`src/rtl/proc_multiciclo_param.sv`:
```
// Parametrised multicycle processor: shared bus, A/G accumulators, T0..T3 control.
// Define PROC_LOGIC_OPS_EN to enable and/or/slt; otherwise opcodes 101-111 are NOPs.
module proc_multiciclo_param #(
    parameter int DATA_W = 16,
    parameter int REG_AW = 3
) (
    input  logic              Clock,
    input  logic              Resetn,
    input  logic [DATA_W-1:0] DIN,
    input  logic              Run,
    output logic              Done,
    output logic [DATA_W-1:0] BusWires,
    output logic [DATA_W-1:0] Rx_data,
    output logic [DATA_W-1:0] Ry_data
);

    localparam int NREG = 2 ** REG_AW;
    localparam int IR_W = 3 + 2 * REG_AW;

    localparam logic [2:0] OP_MV   = 3'b000;
    localparam logic [2:0] OP_MVI  = 3'b001;
    localparam logic [2:0] OP_ADD  = 3'b010;
    localparam logic [2:0] OP_SUB  = 3'b011;
    localparam logic [2:0] OP_MVNZ = 3'b100;
    localparam logic [2:0] OP_AND  = 3'b101;
    localparam logic [2:0] OP_OR   = 3'b110;
    localparam logic [2:0] OP_SLT  = 3'b111;

    typedef enum logic [1:0] {T0, T1, T2, T3} tstep_t;
    typedef enum logic [2:0] {
        SEL_NONE, SEL_DIN, SEL_RX, SEL_RY, SEL_G
    } bus_sel_t;

    tstep_t state, state_next;
    bus_sel_t bus_sel;

    logic [IR_W-1:0]   ir;
    logic [DATA_W-1:0] r [NREG];
    logic [DATA_W-1:0] a, g, alu;

    logic [2:0]        opcode;
    logic [REG_AW-1:0] rx, ry;

    logic ir_load, rx_write, a_load, g_load;

    assign opcode = ir[IR_W-1 -: 3];
    assign rx     = ir[2*REG_AW-1 -: REG_AW];
    assign ry     = ir[REG_AW-1:0];

    assign Rx_data = r[rx];
    assign Ry_data = r[ry];

    always_ff @(posedge Clock or negedge Resetn) begin
        if (!Resetn) begin
            state <= T0;
        end else begin
            state <= state_next;
        end
    end

    always_comb begin
        state_next = state;
        bus_sel    = SEL_NONE;
        Done       = 1'b0;
        ir_load    = 1'b0;
        rx_write   = 1'b0;
        a_load     = 1'b0;
        g_load     = 1'b0;
        unique case (state)
            T0: begin
                if (Run) begin
                    ir_load    = 1'b1;
                    state_next = T1;
                end
            end
            T1: begin
                case (opcode)
                    OP_MV: begin
                        bus_sel    = SEL_RY;
                        rx_write   = 1'b1;
                        Done       = 1'b1;
                        state_next = T0;
                    end
                    OP_MVI: begin
                        bus_sel    = SEL_DIN;
                        rx_write   = 1'b1;
                        Done       = 1'b1;
                        state_next = T0;
                    end
                    OP_MVNZ: begin
                        bus_sel    = SEL_RY;
                        rx_write   = (g != '0);
                        Done       = 1'b1;
                        state_next = T0;
                    end
`ifdef PROC_LOGIC_OPS_EN
                    OP_ADD, OP_SUB, OP_AND, OP_OR, OP_SLT: begin
`else
                    OP_ADD, OP_SUB: begin
`endif
                        bus_sel    = SEL_RX;
                        a_load     = 1'b1;
                        state_next = T2;
                    end
                    default: begin
                        // unimplemented opcode: finish without touching state
                        Done       = 1'b1;
                        state_next = T0;
                    end
                endcase
            end
            T2: begin
                bus_sel    = SEL_RY;
                g_load     = 1'b1;
                state_next = T3;
            end
            T3: begin
                bus_sel    = SEL_G;
                rx_write   = 1'b1;
                Done       = 1'b1;
                state_next = T0;
            end
        endcase
    end

    always_comb begin
        BusWires = '0;
        unique case (bus_sel)
            SEL_DIN:  BusWires = DIN;
            SEL_RX:   BusWires = r[rx];
            SEL_RY:   BusWires = r[ry];
            SEL_G:    BusWires = g;
            default:  BusWires = '0;
        endcase
    end

    always_comb begin
        alu = '0;
        case (opcode)
            OP_ADD: alu = a + BusWires;
            OP_SUB: alu = a - BusWires;
`ifdef PROC_LOGIC_OPS_EN
            OP_AND: alu = a & BusWires;
            OP_OR:  alu = a | BusWires;
            OP_SLT: alu = DATA_W'(a < BusWires);
`endif
            default: alu = '0;
        endcase
    end

    always_ff @(posedge Clock or negedge Resetn) begin
        if (!Resetn) begin
            ir <= '0;
            a  <= '0;
            g  <= '0;
            for (int i = 0; i < NREG; i++) begin
                r[i] <= '0;
            end
        end else begin
            if (ir_load) begin
                ir <= DIN[IR_W-1:0];
            end
            if (a_load) begin
                a <= BusWires;
            end
            if (g_load) begin
                g <= alu;
            end
            if (rx_write) begin
                r[rx] <= BusWires;
            end
        end
    end

endmodule

```
`config.mk`:
```
export PLATFORM = sky130hd
export DESIGN_NAME = proc_multiciclo_param
export DESIGN_NICKNAME = d
export VERILOG_FILES = /design/src/rtl/proc_multiciclo_param.sv
export SDC_FILE = /design/constraint.sdc
export NUM_CORES = 1
export LEC_CHECK = 0
export ABC_AREA = 0
export CORE_ASPECT_RATIO = 0.75
export CORE_MARGIN = 2
export CORE_UTILIZATION = 55
export CTS_BUF_LIST = sky130_fd_sc_hd__clkbuf_2
export DETAILED_ROUTE_END_ITERATION = 16
export PLACE_DENSITY_LB_ADDON = 0.05
export SKIP_CTS_REPAIR_TIMING = 1
export SLEW_MARGIN = 10
export SYNTH_ARGS = -nofsm -noshare
export SYNTH_HDL_FRONTEND = slang
export SYNTH_SLANG_ARGS = --single-unit
```
`constraint.sdc`:
```
create_clock -name Clock -period 5.2 [get_ports Clock]
set_clock_uncertainty 0.05 [all_clocks]
set_input_delay 1.04 -clock Clock [delete_from_list [all_inputs] [get_ports Clock]]
set_output_delay 1.04 -clock Clock [all_outputs]
set_load 0.05 [all_outputs]
```
## Yosys cells after proc, flatten, opt, wreduce, memory -nomap -nowiden

Index checks and enable logic that the tools add are counted.

- Word-level logic and storage cells: 63
- Register bits: 171
- Output and inout bits: 49

- Reductions and logical operators: 7
- $add $sub $neg: 2
- Bitwise operators: 2
- Multiplexer cells: 25
- Magnitude comparators: 3
- Equality and inequality tests: 12

Operators by type and width:

| operator | count |
|---|---|
| $bwmux 128 | 1 |
| $bmux 16 s3 | 2 |
| $mux 16 | 5 |
| $pmux 16 s4 | 1 |
| $demux 16 s3 | 1 |
| $pmux 16 s2 | 1 |
| $add 16x16->16 | 1 |
| $reduce_bool 16->1 | 1 |
| $sub 16x16->16 | 1 |
| $eq 3x2->1 const B | 4 |
| $pmux 3 s3 | 1 |
| $ge 4x4->1 const B | 2 |
| $not 3->4 | 2 |
| $pmux 2 s4 | 1 |
| $eq 3x1->1 const B | 2 |
| $eq 3x3->1 const B | 2 |
| $mux 1 | 6 |
| $pmux 1 s2 | 3 |
| $pmux 2 s3 | 1 |
| $reduce_or 2->1 | 3 |
| $eq 2x2->1 const B | 2 |
| $lt 4x1->1 const B | 1 |
| $mux 2 | 2 |
| $logic_not 3->1 | 1 |
| other kinds (4) | 4 |

## Longest topological paths before layout

Gate-level depths: netlist of run 1.

- Word-level depth: 8
- Depth in mapped cells: 23
- Depth with buffers taken out: 18

## Worst setup path before layout of run 1

Ideal clock, no wire load.

- Kind: reg2reg
- From: register ir[5]
- To: register g[15]
- Path buffers: 5
- Library setup time: 72 ps
- Period minus slack after synthesis: 5,291 ps
- Required time: 5,078 ps
- Slack: -91 ps
- Cell stages (with the launch flop): 19
- Data arrival time: 5,169 ps
- Cells stage by stage: dfrtp_1 > buf_2 > buf_2 > clkbuf_1 > buf_2 > o221ai_1 > a22oi_1 > a21oi_1 > clkbuf_1 > ha_1 > a21oi_1 > ha_1 > nor2b_1 > o31ai_1 > a211o_1 > a31oi_1 > a221o_1 > or4_1 > nand4b_1

- Word-level cells in the longest chain between the ends: 7
- Elaborated cells between the ends (all ways): 8
- Those cells by class: 2 x add/sub; 5 x mux; 1 x bitwise

RTL lines:

| what | line | source |
|---|---|---|
| start, declared | 37 | `logic [IR_W-1:0] ir;` |
| start signal, assigned | 161 | `ir <= DIN[IR_W-1:0];` |
| $not 3->4 * | - |  |
| $bmux 16 s3 * | - |  |
| $mux 16 * (2 in series) | - |  |
| net Rx_data[1] | 13 | `output logic [DATA_W-1:0] Rx_data,` |
| $pmux 16 s4 * | 128 | `unique case (bus_sel)` |
| $sub 16x16->16 / $add 16x16->16 (equally long branches) | 141, 140 |  |
| $pmux 16 s2 * | 139 | `case (opcode)` |
| end signal, assigned | 167 | `g <= alu;` |
| end, declared | 39 | `logic [DATA_W-1:0] a, g, alu;` |

The timed path passes the listed nets; every way through them passes the cells marked *. The select of a mux whose other input is x is not followed.
A chain may end at the register's enable or synchronous reset.

## Worst setup path after layout of run 1

- From: register ir[3]
- To: output BusWires[15]

- Word-level cells in the longest chain between the ends: 5

RTL lines:

| what | line | source |
|---|---|---|
| $not 3->4 (implied by the code) | 130 | `SEL_RX: BusWires = r[rx];` |
| $bmux 16 s3 | 130 |  |
| $mux 16 (implied by the code) (2 in series) | 130 |  |
| $pmux 16 s4 | 128 |  |
| end, declared | 12 | `output logic [DATA_W-1:0] BusWires,` |

No other way between the ends. The select of a mux whose other input is x is not followed.

==> run metrics, run 1 <==
Filler cells 1520; post-synthesis cell count 1032; initial cell density of the core 0.562; Cell variety after synth 67; overall die area 19100 µm²; Worst EP arrival 3.97 ns; H-tree depth 4; max-cap violation count 0; Worst Setup End Kind primary output; commonest register cell after synthesis dfrtp_1; Ant. Diodes 0; vias 8228; layout cells sized above 1 0.148; Synth Register Bits 171; grt ovf 0; status finished, final reports clean; RSZ-0062 raised after global routing false; cell area after synthesis 9890 µm²; ys async rst share 1.00; DRC viols 0; Critical Path RT 4.11 ns; routed len/inst 21.7 µm; Vias/cell 6.12; share of the synthesized area in the top cell type 0.433; Hold Path Class in2async; worst skew pair latency 0.79 ns; dpl hpwl 20.6 mm; Ys Warns 0; most common cell in the netlist nand2_1; Setup Viol. Count Final 0; Clock Tree Root clkbuf_2; Bufs on Longest Clock Path 2; CP max FO 20; clock sinks 171; Post-synth top cells nand2_1 (204), dfrtp_1 (171), o21ai_0 (156), clkbuf_1 (52), mux2i_1 (36); Post-synth EDFFs 0; CTS tree yes; I/O pin count 68; Final Hold Vio Count 0; WL final 29.1 mm; Worst Setup Start Kind register; vias in the first global route 7937; kind of critical path reg2out; Max Fclk 198 MHz; Pre-antenna DRT Iters 5; Synth Net Count 1068; initial DRC count 900; GPL Wtd Cong 0.911; Synth area leader dfrtp_1; die height 120 µm; Max Transition Viols Final 0; P&R area growth vs syn 12.8%; all-layer global routing usage 0.319; first-pass GRT wire length 45.9 mm; Num CTS Buffers 17; final net count 1126; Chip Width 159 µm; top area cells in the synthesized netlist dfrtp_1 (43%), mux4_2 (8.0%), o21ai_0 (7.9%), nand2_1 (7.7%), mux2i_1 (3.6%); Seq/Total Area, Yosys 0.433; Slew headroom 0.158; Core Region 17600 µm²; Multi-input gate area 5160 µm²; Slew @ Worst Pin 1.26 ns; port bufs 67; largest net degree at the start of global routing 79; Row Count 42; initial antenna violation count 0; final worst slack 0.137 ns; final core utilization 0.634; crit share post-route 0.974; clk slew on worst S/H paths 0.25 ns; Syn Area/Cell 9.58 µm²; setup_tns 0 ns; Final ANT Viol Nets 0; pre-CTS setup slack 0.178 ns; Tmin final 5.06 ns; Register Area 4290 µm²
## per-layer routing
metal	part of all wire	GRT usage	up-vias
li1	-	-	3801
met4	0.028	0.0998	0
met3	0.080	0.0778	56
met5	0	0	-
met2	0.44	0.478	347
met1	0.45	0.461	4024
## kinds of logic (layout without fill, tap and decap cells)
kind of cell / Yosys count / after routing / share of synthesized area
AOI/OAI and AO/OA: 279 / 279 / 0.175
xor gates and xnor gates: 24 / 24 / 0.0213
adders and majority gates: 17 / 17 / 0.0223
buffers and inverters: 113 / 184 / 0.0471
DFF: 171 / 171 / 0.433
muxes: 95 / 95 / 0.147
and+or+nand+nor: 333 / 333 / 0.154
## metrics by stage
| step | hold WS (ns) | cell area (µm²) | std cells |
|---|---|---|---|
| finish | 0.182 | 11200 | 1345 |
| global route | 0.166 | 11200 | 1345 |
| CTS | 0.159 | 11100 | 1342 |
| detailed placement | 0.423 | 10900 | 1310 |
| global placement | 0.418 | 10900 | 1310 |
| floorplan | 0.399 | 9900 | 1032 |
## final cells by class
type                    count  area share
repair buffers            119      0.0948
well taps                 242      0.0271
clock inverters            15      0.0125
flip-flops and latches    171       0.385
multi-input cells         748       0.462
inverters                  33      0.0111
clock buffers              17     0.00763
## placed cells by master (no fill, tap or decap), types with 19 or more instances in the layout
master           synthesis  final
a21oi_1                 26     26
clkdlybuf4s50_1          0     59
xnor2_1                 19     19
nor2_1                  29     29
dfrtp_1                171    167
mux4_2                  35     35
inv_1                   32     32
mux2i_1                 36     36
o21ai_0                156    155
mux2_2                  21     21
buf_4                    0     52
nand2_1                204    204
clkbuf_2                 0     19
## sequential cells by signal (all words and copies together) (netlist names), named ones only
signal	cells
a	16
g	16
ir	9
r	128
state	1
## final timing paths
path	slack, ns	depth (start not counted)	from	endpoint
max in group asynchronous	3.71	2	Resetn	r[63]
min in group Clock	0.48	2	r[86]	r[86]
hold / removal	0.18	1	Resetn	r[76]
hold reg to reg	0.48	2	r[86]	r[86]
setup reg to reg	0.28	15	ir[4]	g[15]
setup / recovery	0.14	8	ir[3]	BusWires[15]
## critical path, cell delays in order (launching register included)
cell and delay, ns:
dfrtp_2 0.65, buf_4 0.27, buf_4 0.31, mux4_2 0.55, a2111oi_0 0.77, a211oi_1 0.14, buf_4 0.24, inv_1 0.07
buf_4 0.19
Power of run 1 is not shown: default switching activity piles up to over one toggle a cycle in this logic, so the estimate is an artifact.
==> inputs of run 2 (changes only) <==
==> constraint.sdc (replaced) <==
create_clock -name Clock -period 5.7 [get_ports Clock]
set_clock_uncertainty 0.05 [all_clocks]
set_input_delay 1.14 -clock Clock [delete_from_list [all_inputs] [get_ports Clock]]
set_output_delay 1.14 -clock Clock [all_outputs]
set_load 0.05 [all_outputs]
==> run 2 against run 1 <==
Against the previous run: final area shrank 0.84%; first-iteration DRC count is 12% lower; utilization shrank 0.53 points; register-to-register slack improved by 0.07 ns; final cell count down 1.3%; critical path depth stayed put; via count down 1.5%; critical path type unchanged; largest cell class unchanged; highest routed layer unchanged.
==> run metrics, run 2 (synthesis gave the netlist of run 1 again) <==
Hold Path Class in2async; overall die area 19100 µm² (unchanged); most frequent cells in the layout nand2_1 (204), dfrtp_1 (167), o21ai_0 (156), clkdlybuf4s50_1 (66), mux2i_1 (36); Slew @ Worst Pin 1.14 ns (-0.123 ns); layout cells sized above 1 0.128 (-0.0196); Chip Width 159 µm (unchanged); Reg with most FFs r; Setup Viol. Count Final 0 (unchanged); final core utilization 0.628 (-0.00533); WL final 29.1 mm (about the same); all-layer global routing usage 0.317 (-0.00204); Inst Count DP 1294 (-1.2%); Pre-antenna DRT Iters 8 (+3); Max Fclk 185 MHz; Multi-input gate area 5150 µm² (about the same); Worst Setup Start Kind register; Final Hold Vio Count 0 (unchanged); Bufs on Longest Clock Path 2 (unchanged); crit share post-route 0.946; Filler cells 1497 (-1.5%); first-pass GRT wire length 45.7 mm (-0.53%); port bufs 67 (unchanged); Core Region 17600 µm² (unchanged); number of flip-flops under the largest register name 128 (unchanged); initial antenna violation count 1 (+1); Clock Tree Root clkbuf_2; die height 120 µm (unchanged); clock sinks 171 (unchanged); Final ANT Viol Nets 0 (unchanged); routed len/inst 21.9 µm (+1.2%); Critical Path RT 4.51 ns (+0.40 ns); Tmin final 5.39 ns; biggest regs r (128), a (16), g (16); status finished, final reports clean; largest net degree at the start of global routing 106 (+34%); Row Count 42 (unchanged); CTS tree yes; initial DRC count 794 (-12%); vias 8103 (-1.5%); Worst EP arrival 4.20 ns (+0.23 ns); P&R area growth vs syn 11.8%; grt ovf 0 (unchanged); max-cap violation count 0 (unchanged); H-tree depth 4 (unchanged); Worst Setup End Kind primary output; initial cell density of the core 0.562 (unchanged); kind of critical path reg2out; GPL Wtd Cong 0.943 (+3.5%); final net count 1107 (-1.7%); Register Area 4280 µm² (-0.12%); most common cell after layout, fill and taps aside nand2_1; setup_tns 0 ns (unchanged); Num CTS Buffers 17 (unchanged); dpl hpwl 20.1 mm (-2.5%); clk slew on worst S/H paths 0.27 ns (+0.02 ns); Vias/cell 6.10 (-0.26%); vias in the first global route 7781 (-2.0%); DRC viols 0 (unchanged); Non-Filler Instances 1328 (-1.3%); Slew headroom 0.240 (+0.0819); CP max FO 23 (+15%); I/O pin count 68 (unchanged); Max Transition Viols Final 0 (unchanged); worst skew pair latency 0.76 ns (-0.03 ns); RSZ-0062 raised after global routing false
-- run 2: changes by cell type in the layout (fill, tap and decap cells not counted), moves of 3 or more --
cell and change:
buf_12 +3, buf_4 -22, clkdlybuf4s50_1 +7, dlymetal6s2s_1 -4
-- run 2: routing by layer --
metal,share of wire,vias to the layer above,track usage
li1,-,3758,-
met1,0.46,3921,0.473
met2,0.44,375,0.469
met3,0.080,49,0.0671
met4,0.023,0,0.0923
met5,0,-,0
-- run 2: layout make-up --
class                      count  area share
inverter                      33      0.0112
timing repair buffer         100      0.0865
multi-input combinational    748       0.466
clock buffer                  18     0.00815
antenna                        2    0.000453
tap                          242      0.0274
sequential                   171       0.387
clock inverter                14      0.0130
-- run 2: worst paths after layout --
check                       start           end  slack [ns]  cells past startpoint
setup reg to reg            ir[4]         g[15]        0.35                     16
hold reg to reg              a[6]          a[6]        0.48                      2
setup / recovery            ir[5]  BusWires[10]        0.31                      8
hold / removal             Resetn        r[108]        0.40                      1
min in group Clock           a[6]          a[6]        0.48                      2
max in group asynchronous  Resetn         ir[3]        4.20                      2
-- run 2: metrics by stage --
step | hold slack [ns] | setup slack [ns] | cell area [µm²]
6_report | 0.398 | 0.309 | 11100
5_1_grt | 0.396 | 0.134 | 11100
4_1_cts | 0.399 | 0.258 | 11100
3_5_place_dp | 0.427 | 0.359 | 10800
3_3_place_gp | 0.418 | 0.418 | 10800
2_1_floorplan | 0.399 | 0.409 | 9890
-- run 2: critical path, cell delays in order, from the launching register on --
cell and delay (ns):
dfrtp_2 0.75, buf_4 0.35, mux2i_1 0.10, mux4_2 0.48, or3_1 0.43, o211a_1 0.16, buf_4 0.19, inv_1 0.15
clkdlybuf4s50_1 0.83
Power of run 2 is left out for the same reason.
